`src/rtl/fwd_pkg.sv`:
```
// Shared types and constants for the forwarding/interlock scoreboard.
//
// fwd_entry_t stores dst and avail at fixed maximum widths so one struct serves every
// parameterisation; narrower fields are zero-extended on entry. AW must not exceed
// FWD_AW_MAX and DEPTH must fit in FWD_AVAIL_W bits.
package fwd_pkg;

  localparam int unsigned FWD_AW_MAX  = 8;
  localparam int unsigned FWD_AVAIL_W = 8;

  // Forward-select value meaning "read the register file".
  localparam int unsigned FWD_SEL_RF = 0;

  // First stage at whose output the result exists.
  localparam int unsigned AVAIL_ALU  = 1;
  localparam int unsigned AVAIL_LOAD = 2;

  typedef struct packed {
    logic                   v;
    logic                   wen;
    logic [FWD_AW_MAX-1:0]  dst;
    logic [FWD_AVAIL_W-1:0] avail;
  } fwd_entry_t;

endpackage

```
`src/rtl/fwd_match.sv`:
```
// One source operand versus the shadow pipeline entries.
//
// Ports:
//   src_i       source register address
//   used_i      source is read (already qualified with ID valid by the caller)
//   entries_i   shadow entries, index 0 = stage 1 (EX) .. DEPTH-1 = stage DEPTH (WB)
//   sel_o       0 = register file, k = forward from output of stage k
//   not_ready_o youngest producer has not yet produced its result
module fwd_match
  import fwd_pkg::*;
#(
  parameter int unsigned AW    = 5,
  parameter int unsigned DEPTH = 3,
  parameter int unsigned SELW  = 2
) (
  input  logic [AW-1:0]   src_i,
  input  logic            used_i,
  input  fwd_entry_t      entries_i [DEPTH],
  output logic [SELW-1:0] sel_o,
  output logic            not_ready_o
);

  logic [FWD_AW_MAX-1:0] src_ext;
  logic                  found;

  assign src_ext = FWD_AW_MAX'(src_i);

  // Scan from the youngest stage; the first hit decides, older producers are ignored.
  always_comb begin
    sel_o       = SELW'(FWD_SEL_RF);
    not_ready_o = 1'b0;
    found       = 1'b0;
    for (int k = 0; k < int'(DEPTH); k++) begin
      if (!found && used_i && entries_i[k].v && entries_i[k].wen &&
          (entries_i[k].dst == src_ext) && (entries_i[k].dst != '0)) begin
        found = 1'b1;
        if (k + 1 >= int'(entries_i[k].avail)) begin
          sel_o = SELW'(k + 1);
        end else begin
          not_ready_o = 1'b1;
        end
      end
    end
  end

endmodule

```
`src/rtl/fwd_scoreboard.sv`:
```
// Forwarding and interlock unit beside the ID stage of the in-order pipeline.
//
// Keeps a shadow copy of destination tags for the DEPTH stages after ID, selects the
// youngest producer per source and either forwards from it or stalls ID.
//
// Ports:
//   clk, rst_n       clock, asynchronous active-low reset
//   id_valid_i       valid instruction in ID
//   id_src_i         NSRC source addresses, source j at [j*AW +: AW]
//   id_src_used_i    per-source read enable
//   id_wen_i         instruction writes a register
//   id_dst_i         destination address
//   id_avail_i       first stage (1..DEPTH) whose output holds the result
//   hold_i           global freeze
//   flush_i          kill instructions in ID and EX
//   fwd_sel_o        per-source forward select, SELW bits each
//   stall_o          ID must not issue
//   issue_o          ID instruction enters stage 1 this cycle
//   stall_cycles_o   saturating stall counter, only when FWD_STALL_CNT_EN is defined
module fwd_scoreboard
  import fwd_pkg::*;
#(
  parameter  int unsigned AW    = 5,
  parameter  int unsigned NSRC  = 2,
  parameter  int unsigned DEPTH = 3,
  localparam int unsigned SELW  = $clog2(DEPTH + 1)
) (
  input  logic                 clk,
  input  logic                 rst_n,
  input  logic                 id_valid_i,
  input  logic [NSRC*AW-1:0]   id_src_i,
  input  logic [NSRC-1:0]      id_src_used_i,
  input  logic                 id_wen_i,
  input  logic [AW-1:0]        id_dst_i,
  input  logic [SELW-1:0]      id_avail_i,
  input  logic                 hold_i,
  input  logic                 flush_i,
  output logic [NSRC*SELW-1:0] fwd_sel_o,
  output logic                 stall_o,
  output logic                 issue_o
`ifdef FWD_STALL_CNT_EN
  ,
  output logic [31:0]          stall_cycles_o
`endif
);

  fwd_entry_t      entry_q [DEPTH];
  fwd_entry_t      entry_d [DEPTH];
  fwd_entry_t      id_entry;
  logic [NSRC-1:0] not_ready;

  for (genvar j = 0; j < NSRC; j++) begin : g_src
    fwd_match #(
      .AW    (AW),
      .DEPTH (DEPTH),
      .SELW  (SELW)
    ) u_match (
      .src_i       (id_src_i[j*AW +: AW]),
      .used_i      (id_src_used_i[j] & id_valid_i),
      .entries_i   (entry_q),
      .sel_o       (fwd_sel_o[j*SELW +: SELW]),
      .not_ready_o (not_ready[j])
    );
  end

  assign stall_o = id_valid_i & (|not_ready);
  // Flush outranks stall; hold blocks issue but stall/fwd_sel still reflect current state.
  assign issue_o = id_valid_i & ~stall_o & ~hold_i & ~flush_i;

  always_comb begin
    id_entry       = '0;
    id_entry.v     = 1'b1;
    id_entry.wen   = id_wen_i;
    id_entry.dst   = FWD_AW_MAX'(id_dst_i);
    id_entry.avail = FWD_AVAIL_W'(id_avail_i);
  end

  always_comb begin
    entry_d = entry_q;
    if (!hold_i) begin
      entry_d[0] = issue_o ? id_entry : '0;
      // Flush drops the EX occupant instead of letting it move to stage 2.
      for (int k = 1; k < int'(DEPTH); k++) begin
        entry_d[k] = (k == 1 && flush_i) ? '0 : entry_q[k-1];
      end
    end
  end

  always_ff @(posedge clk or negedge rst_n) begin
    if (!rst_n) begin
      for (int k = 0; k < int'(DEPTH); k++) begin
        entry_q[k] <= '0;
      end
    end else begin
      entry_q <= entry_d;
    end
  end

`ifdef FWD_STALL_CNT_EN
  logic [31:0] stall_cnt_q, stall_cnt_d;

  always_comb begin
    stall_cnt_d = stall_cnt_q;
    if (stall_o && !hold_i && !flush_i && (stall_cnt_q != 32'hFFFF_FFFF)) begin
      stall_cnt_d = stall_cnt_q + 32'd1;
    end
  end

  always_ff @(posedge clk or negedge rst_n) begin
    if (!rst_n) begin
      stall_cnt_q <= '0;
    end else begin
      stall_cnt_q <= stall_cnt_d;
    end
  end

  assign stall_cycles_o = stall_cnt_q;
`endif

endmodule
```
`config.mk`:
```
export PLATFORM = sky130hd
export DESIGN_NAME = fwd_scoreboard
export DESIGN_NICKNAME = d
export VERILOG_FILES = /design/src/rtl/fwd_pkg.sv /design/src/rtl/fwd_match.sv /design/src/rtl/fwd_scoreboard.sv
export SDC_FILE = /design/constraint.sdc
export NUM_CORES = 1
export LEC_CHECK = 0
export ABC_CLOCK_PERIOD_IN_PS = 2220
export CAP_MARGIN = 10
export CORE_MARGIN = 3
export CORE_UTILIZATION = 45
export DETAILED_ROUTE_END_ITERATION = 6
export HOLD_SLACK_MARGIN = 0.02
export PLACE_DENSITY_LB_ADDON = 0.2
export REMOVE_ABC_BUFFERS = 1
export SLEW_MARGIN = 40
export SYNTH_ARGS = -nofsm -noshare
export SYNTH_HDL_FRONTEND = slang
export SYNTH_SLANG_ARGS = --single-unit
```
`constraint.sdc`:
```
create_clock -name clk -period 2.22 [get_ports clk]
set_input_delay 0.222 -clock clk [delete_from_list [all_inputs] [get_ports clk]]
set_output_delay 0.222 -clock clk [all_outputs]
set_load 0.02 [all_outputs]
```
Yosys cells after proc, flatten, opt, wreduce, memory -nomap -nowiden. Index checks and enable logic that the tools add are counted. Widths: inputs -> output; s select.

Equality and inequality tests: 6. Bitwise gates (word level): 9. Reduce and logical (&&, ||, !) cells: 36. Multiplexer cells: 28. Magnitude comparators: 3.

Operators with widths (count): $eq 8x5->1 (6); $mux 18 (2); $logic_and 1x1->1 (28); $reduce_bool 8->1 (3); $mux 2 (9); $mux 1 (17); $ge 2x8->1 const A (2); $ge 1x8->1 const A (1); $and 1x1->1 (6); $logic_not 1->1 (4); $not 1->1 (3); $reduce_or 2->1 (1).

Bits in registers: 54. Output and inout port bits: 6. Input port bits: 25.

Depth between registers and ports, before layout. Gate-level depths: netlist of the first run.

Depth after elaboration: 27. Mapped depth: 7. Gate-level depth less buffers: 6.

Hierarchy. A second synthesis of the first run with hierarchy kept.

Cells, all modules: 190. Area total of the unflattened synthesis: 1873.0 µm².

By module, submodules not included: fwd_scoreboard (cells each 88, sequential area each 675.6 µm², area an instance 1122.3 µm², instances 1); fwd_match (cells each 51, sequential area each 0.0 µm², area an instance 375.4 µm², instances 2).

Least setup slack after synthesis of the first run. Ideal clock, no wire load.

Path kind: register to register. Start point: register entry_q[45] (netlist name). End point: register entry_q[36] (netlist name). Clock period less this slack: 2.179 ns. Data arrival time: 2.058 ns. Setup slack: 0.041 ns. Path buffers: 1. Data required time: 2.099 ns. Cell stages (with the launch flop): 8. Path through: dfrtp_1 > or4_1 > o211ai_2 > nor4_1 > o32a_1 > and4_4 > buf_6 > a22o_1.

Word-level cells in the longest chain between the ends: 25. Elaborated cells between the ends (all ways): 52.

RTL lines: start: declaration (line fwd_scoreboard.sv:47) `fwd_entry_t entry_q [DEPTH];`; start signal: assignment (line fwd_scoreboard.sv:95) `entry_q <= entry_d;`; $eq 8x5->1 (line fwd_match.sv:35) `(entries_i[k].dst == src_ext) && (entries_i[k].dst != '0)) begin`; $logic_and 1x1->1 (line fwd_match.sv:34) `if (!found && used_i && entries_i[k].v && entries_i[k].wen &&`; $logic_and 1x1->1 (line fwd_match.sv:35); $mux 1 (line fwd_match.sv:34); $logic_not 1->1 (line fwd_match.sv:34); $logic_and 1x1->1 (4 in a row) (line fwd_match.sv:34); $logic_and 1x1->1 (line fwd_match.sv:35); $mux 1 (line fwd_match.sv:34); (+5 left out); $logic_and 1x1->1 (line fwd_match.sv:35); $mux 1 (line fwd_match.sv:34); $reduce_or 2->1 (*) (line fwd_scoreboard.sv:66) `assign stall_o = id_valid_i & (|not_ready);`; $and 1x1->1 (*) (line fwd_scoreboard.sv:66); $not 1->1 (*) (line fwd_scoreboard.sv:68) `assign issue_o = id_valid_i & ~stall_o & ~hold_i & ~flush_i;`; $and 1x1->1 (*) (3 in a row) (line fwd_scoreboard.sv:68); net issue_o (line fwd_scoreboard.sv:40) `output logic issue_o`; $mux 18 (*) (line fwd_scoreboard.sv:81) `entry_d[0] = issue_o ? id_entry : '0;`.

The timed path passes the listed nets; every way through them passes the cells marked *. A chain may end at the register's enable or synchronous reset.

Final worst setup path of the first run.
Start point: register entry_q[46] (netlist name). End point: output port issue_o.

Word-level cells in the longest chain between the ends: 24. Elaborated cells between the ends (all ways): 51.

RTL lines (line): $eq 8x5->1 (fwd_match.sv:35); $logic_and 1x1->1 (fwd_match.sv:34); $logic_and 1x1->1 (fwd_match.sv:35); $mux 1 (fwd_match.sv:34); $logic_not 1->1 (fwd_match.sv:34); $logic_and 1x1->1 (4 in a row) (fwd_match.sv:34); $logic_and 1x1->1 (fwd_match.sv:35); $mux 1 (fwd_match.sv:34); $logic_not 1->1 (fwd_match.sv:34); $logic_and 1x1->1 (4 in a row) (fwd_match.sv:34); $logic_and 1x1->1 (fwd_match.sv:35); $mux 1 (fwd_match.sv:34); $reduce_or 2->1 (*) (fwd_scoreboard.sv:66); $and 1x1->1 (*) (fwd_scoreboard.sv:66); $not 1->1 (*) (fwd_scoreboard.sv:68); $and 1x1->1 (*) (3 in a row) (fwd_scoreboard.sv:68); end: declaration (fwd_scoreboard.sv:40).

Every way passes the cells marked *; elsewhere a longest branch is shown, timed or not.

==> results.json, run 1 <==
{
  "largest_reg_flops": 25,
  "clk_path_buf_depth": 2,
  "synth_top_area_cell": "dfrtp_1",
  "clockPowerShare_pct": 21.4,
  "wl_per_cell_um": 15.60,
  "r2r_start": "entry_q[46]",
  "finalCritPeriodShare_pct": 113.0,
  "ys_types": 29,
  "synth_seq_cells": 25,
  "cp.depth": 6,
  "drt-total-wl_mm": 4.024,
  "grtUsageTotal_pct": 22.22,
  "ys_seq_area_share_pct": 42.63,
  "endpoint": "issue_o",
  "antenna_found_initial": 0,
  "drtAntennaViolNets": 0,
  "top_register": "entry_q",
  "cts_made_buffers": 3,
  "n_antenna_cell": 0,
  "drv_cap": 0,
  "dr.pass1.iters": 4,
  "yosysWarningCount": 0,
  "status": "complete, but fails checks",
  "cp_num_buf_inv": 1,
  "die_w_um": 63.11,
  "async_flop_share_pct": 100.0,
  "grt_overflow": 0,
  "synth_area_um2": 1468,
  "end_kind": "output port",
  "reg_top3": "entry_q (25)",
  "drc": 0,
  "drtIter0Drc": 59,
  "hold_viol_final": 0,
  "dp_hpwl_mm": 3.071,
  "reg2reg_setup_slack_ns": -0.09,
  "dp_cells": 251,
  "grt_pass1_wl_mm": 6.941,
  "skew_ns": 0.007540,
  "start_util_pct": 47.68,
  "num_io_pins": 31,
  "vias_per_cell": 5.291,
  "drive_above_1_share_pct": 30.84,
  "seqPwrFrac_pct": 52.4,
  "critical_path_class": "register to output port",
  "setup_viol": 15,
  "startpoint": "entry_q[46]",
  "utilization_pct": 71.14,
  "clk_pin_slew_worst_paths_ns": 0.14,
  "drv_slew": 0,
  "violations": "negative setup slack",
  "cp_cell_sequence": "or4_4 -> o211ai_4 -> nor4_4 -> o32a_1 -> and4_4 -> buf_6",
  "hold_path.class": "input pin to async pin",
  "crit_path_start_kind": "register",
  "holdBufCountCts": 0,
  "power.leakage_nw": 0.9986,
  "cpLargestDelayFamily": "simple AND/OR/NAND/NOR gates",
  "synth_edf_count": 0,
  "max_freq_mhz": 398.7,
  "slowest_delay_ns": 0.55,
  "yosys-top-cells-area": "dfrtp_1, xor2_1, xnor2_1",
  "slew_headroom_pct": 72.29,
  "stdcell_count": 258,
  "row_count": 20,
  "tightest_slew_ns": 0.4118,
  "p_int_w": 0.0006911,
  "power.density_nw_per_um2": 436.7,
  "synth_flop_cell": "dfrtp_1",
  "rr_worst_depth": 7,
  "arrival_ns": 2.29,
  "vias": 1365,
  "layout_common_cells": "buf_4, dfrtp_1, clkdlybuf4s50_1",
  "comb_power_share_pct": 26.3,
  "final.setup.worst_slack_ns": -0.2884,
  "final_common_cell": "buf_4",
  "worstPathRequired_ns": 2.00,
  "r2r-end": "entry_q[52]",
  "ir_worst_vdd_v": 0.0003134,
  "syn_avg_cell_area_um2": 10.05,
  "cts_tree": "done",
  "finalCriticalPeriod_ns": 2.508,
  "htreeDepth": 1,
  "area_delta_synth_final_pct": 49.19,
  "switching_share_pct": 27.73,
  "grt_pass1_vias": 1452,
  "place_congestion": 0.9589,
  "synth_top_area_share_pct": 42.63,
  "numClockSinks": 25,
  "worstPathMaxFanout": 3,
  "die_y_um": 63.11,
  "coreArea_um2": 3078,
  "final_nets": 240,
  "grt_max_degree": 35,
  "power_switching_w": 0.0002651,
  "die_area_um2": 3983,
  "port_buffers": 30,
  "power_w": 0.0009562,
  "synthCells": 146,
  "critPathSlowestCell": "or4_4",
  "insertion_delay_ns": 0.32,
  "clockRootBuffer": "clkbuf_4",
  "rsz0062_at_grt": "yes"
}
[power by group through the flow]
stage	Sequential [W]	Combinational, W	Clock, W
global placement	0.000506	0.000229	0
global route	0.000504	0.000273	0.000239
finish	0.000501	0.000251	0.000204
detailed placement	0.000507	0.000235	0
floorplan	0.000509	0.0000864	0
CTS	0.000500	0.000248	0.000210
[worst min path at each step]
| stage | from | endpoint | slack [ns] |
|---|---|---|---|
| global route | rst_n | entry_q[19] | 0.28 |
| floorplan | rst_n | entry_q[10] | -0.07 |
| global placement | entry_q[18] | entry_q[18] | 0.46 |
| CTS | rst_n | entry_q[19] | 0.25 |
| finish | rst_n | entry_q[19] | 0.24 |
| detailed placement | entry_q[18] | entry_q[18] | 0.47 |
[final cells by class]
type,count,area (um^2)
fill,230,888.4
multi-input combinational,113,877.1
sequential,25,625.6
timing repair buffer,70,598.1
tap,44,55.05
clock buffer,4,26.28
inverter,2,7.507
[worst register-to-register path, cell delays in order, from the launching register on]
cell and delay [ns]:
dfrtp_1 0.40, or4_4 0.55, o211ai_4 0.26, nor4_4 0.09, o32a_1 0.38, and4_4 0.16
buf_4 0.16, a22o_1 0.20
[repair_timing]
| action | in CTS | in global routing |
|---|---|---|
| endpoints found under the setup margin | 15 | 15 |
| pin swaps | 12 | 7 |
| resized for setup | 45 | 6 |
| buffers inserted | 3 | 0 |
[layer usage]
metal / vias up / track usage [%] / routed length (um)
met5: - / 0 / 0
met4: 0 / 11.85 / 112
met3: 12 / 3.922 / 167
met2: 39 / 35.44 / 1945
met1: 653 / 28.59 / 1798
li1: 661 / - / -
[through the flow]
stage | hold slack, ns | area, um^2 | TNS [ns] | setup slack [ns]
4_1_cts | 0.2542 | 2173 | -0.9180 | -0.2139
2_1_floorplan | -0.07359 | 1438 | 0 | 0.1133
3_3_place_gp | 0.4601 | 2071 | -3.489 | -0.4654
5_1_grt | 0.2804 | 2190 | -2.597 | -0.3453
6_report | 0.2378 | 2190 | -1.680 | -0.2884
3_5_place_dp | 0.4652 | 2071 | -3.498 | -0.5027
[cells by family (layout without fill, tap and decap cells)]
family          Yosys count  count (layout)  synth area share, %
simple gates             47              47                17.65
xor+xnor                 30              30                17.90
compound gates           29              29                13.90
flops                    25              25                42.63
buf+inv                   8              76                2.558
mux                       7               7                5.371
[cell usage after synthesis (2+ instances only)]
| cell | n |
|---|---|
| nand3_1 | 4 |
| xor2_1 | 16 |
| nand2b_1 | 8 |
| o21ai_0 | 13 |
| a22o_1 | 8 |
| clkbuf_1 | 5 |
| nand2_1 | 12 |
| dfrtp_1 | 25 |
| or4_1 | 2 |
| nor2_1 | 3 |
| o31ai_1 | 2 |
| nor3_1 | 3 |
| nand4_1 | 6 |
| xnor2_1 | 14 |
| nor4_1 | 4 |
| inv_1 | 2 |
| mux2_2 | 7 |
(Power assumes the default switching activity.)
==> inputs of run 2 (changes only) <==
--- a/config.mk
+++ b/config.mk
@@ -5,7 +5,7 @@
 export SDC_FILE = /design/constraint.sdc
 export NUM_CORES = 1
 export LEC_CHECK = 0
-export ABC_CLOCK_PERIOD_IN_PS = 2220
+export ABC_CLOCK_PERIOD_IN_PS = 2500
 export CAP_MARGIN = 10
 export CORE_MARGIN = 3
 export CORE_UTILIZATION = 45
==> constraint.sdc (replaced) <==
create_clock -name clk -period 2.5 [get_ports clk]
set_input_delay 0.25 -clock clk [delete_from_list [all_inputs] [get_ports clk]]
set_output_delay 0.25 -clock clk [all_outputs]
set_load 0.02 [all_outputs]
==> results.json, run 2 (synthesis results as in run 1) <==
{
  "status": "complete, but fails checks",
  "violations": "negative setup slack",
  "drive_above_1_share_pct": 26.60,
  "power.leakage_nw": 0.9550,
  "reg2reg_setup_slack_ns": 0.19,
  "stdcell_count": 247,
  "crit_path_start_kind": "register",
  "slowest_delay_ns": 0.55,
  "insertion_delay_ns": 0.32,
  "cpMostUsedCell": "buf_6",
  "seqPwrFrac_pct": 52.8,
  "final_nets": 229,
  "final_common_cell": "buf_4",
  "regArea_um2": 625.6,
  "drc": 0,
  "multi_input_area_um2": 875.8,
  "finalCriticalPeriod_ns": 2.554,
  "finalSetupTns_ns": -0.09654,
  "grt_pass1_wl_mm": 6.727,
  "vias": 1371,
  "p_int_w": 0.0006057,
  "place_congestion": 0.9850,
  "comb_power_share_pct": 25.3,
  "die_w_um": 63.11,
  "ir_worst_vdd_v": 0.0002377,
  "wl_per_cell_um": 17.45,
  "dp_cells": 239,
  "critPathSlowestCell": "or4_4",
  "coreArea_um2": 3078,
  "fillers": 253,
  "power_switching_w": 0.0002432,
  "r2r_start": "entry_q[46]",
  "clk_path_buf_depth": 2,
  "drv_cap": 0,
  "grtUsageTotal_pct": 22.16,
  "clockPowerShare_pct": 21.9,
  "slew_headroom_pct": 65.96,
  "rr_worst_depth": 8,
  "setup_viol": 3,
  "drt-total-wl_mm": 4.309,
  "layout_common_cells": "buf_4, dfrtp_1, clkdlybuf4s50_1",
  "tightest_slew_ns": 0.5089,
  "cts_made_buffers": 3,
  "antenna_found_initial": 0,
  "largest_reg_flops": 25,
  "critical_path_class": "register to output port",
  "numClockSinks": 25,
  "place_ws_ns": -0.2981,
  "worstPathRequired_ns": 2.25,
  "htreeDepth": 1,
  "drtIter0Drc": 95,
  "r2r-end": "entry_q[45]",
  "worstPathMaxFanout": 3,
  "grt_pass1_vias": 1428,
  "hold_path.class": "input pin to async pin",
  "dr.pass1.iters": 4,
  "vias_per_cell": 5.551,
  "top_register": "entry_q",
  "switching_share_pct": 28.65,
  "drv_slew": 0,
  "skew_ns": 0.004400,
  "power_w": 0.0008489,
  "die_y_um": 63.11,
  "clockRootBuffer": "clkbuf_4",
  "end_kind": "output port",
  "hold_viol_final": 0,
  "row_count": 20,
  "design_area_um2": 2096,
  "arrival_ns": 2.30,
  "max_freq_mhz": 391.5,
  "grt_overflow": 0,
  "num_io_pins": 31,
  "grt_max_degree": 35,
  "port_buffers": 30,
  "area_delta_synth_final_pct": 42.80,
  "dpl_cell_area_um2": 1981,
  "cts_tree": "done",
  "finalCritPeriodShare_pct": 102.2,
  "die_area_um2": 3983,
  "n_antenna_cell": 0,
  "reg_top3": "entry_q (25)",
  "dp_hpwl_mm": 3.029,
  "final.setup.worst_slack_ns": -0.05422,
  "start_util_pct": 47.68,
  "clk_pin_slew_worst_paths_ns": 0.13,
  "cp_cell_sequence": "or4_4 -> o211ai_4 -> buf_6 -> o31ai_4 -> o32a_1 -> and4_4 -> buf_6",
  "rsz0062_at_grt": "yes",
  "drtAntennaViolNets": 0,
  "power.density_nw_per_um2": 405.1
}
run 2: stage by stage:
stage               util (%)  hold WS, ns
floorplan                  -     -0.04559
global placement       64.35       0.4585
detailed placement     64.35       0.4645
CTS                    65.53       0.2677
global route           68.09       0.3065
finish                 68.09       0.2783
run 2: worst max path at each step:
| stage | from | end | cells past startpoint |
|---|---|---|---|
| after floorplan | entry_q[44] | fwd_sel_o[0] | 4 |
| after global placement | id_src_i[3] | fwd_sel_o[0] | 6 |
| after detailed placement | id_src_i[2] | fwd_sel_o[0] | 6 |
| after CTS | entry_q[45] | issue_o | 6 |
| after global routing | entry_q[47] | issue_o | 8 |
| final | entry_q[46] | issue_o | 7 |
run 2: layer usage:
layer / wire length [um] / share of wire, % / track usage (%) / up-vias
li1: - / - / - / 643
met1: 1799 / 42 / 26.60 / 651
met2: 2128 / 49 / 37.29 / 66
met3: 277 / 6.4 / 4.635 / 11
met4: 104 / 2.4 / 11.29 / 0
met5: 0 / 0 / 0 / -
run 2: power by group through the flow:
stage	Combinational (W)	Sequential, W	Clock, W
2_1_floorplan	0.0000767	0.000452	0
3_3_place_gp	0.000187	0.000453	0
3_5_place_dp	0.000192	0.000455	0
4_1_cts	0.000198	0.000448	0.000193
5_1_grt	0.000231	0.000452	0.000211
6_report	0.000215	0.000448	0.000186
run 2: area by class of cell:
type | instances | share of cell area (%)
flip-flops and latches | 25 | 29.85
repair buffers | 59 | 24.12
clock buffers | 4 | 1.254
inverters | 2 | 0.3582
multi-input cells | 113 | 41.79
well taps | 44 | 2.627
run 2: repair_timing:
item                                    4_1_cts  5_1_grt
endpoints found under the setup margin        6        6
setup buffers                                 2        2
pin swaps                                     1        8
gates resized for setup                      32       16
hold buffers                                  0        0
run 2: critical path: cells and delay by family (launching register included):
| kind | cells | cell delay, ns |
|---|---|---|
| buf+inv | 2 | 0.30 |
| simple gates | 2 | 0.71 |
| flops | 1 | 0.40 |
| compound gates | 3 | 0.57 |
==> inputs of run 3 (changes only) <==
--- a/config.mk
+++ b/config.mk
@@ -9,6 +9,7 @@
 export CAP_MARGIN = 10
 export CORE_MARGIN = 3
 export CORE_UTILIZATION = 45
+export CTS_CLUSTER_DIAMETER = 120
 export DETAILED_ROUTE_END_ITERATION = 6
 export HOLD_SLACK_MARGIN = 0.02
 export PLACE_DENSITY_LB_ADDON = 0.2
==> results of run 3 <==
Final layout, timing and power as in run 2 (identical DEF).
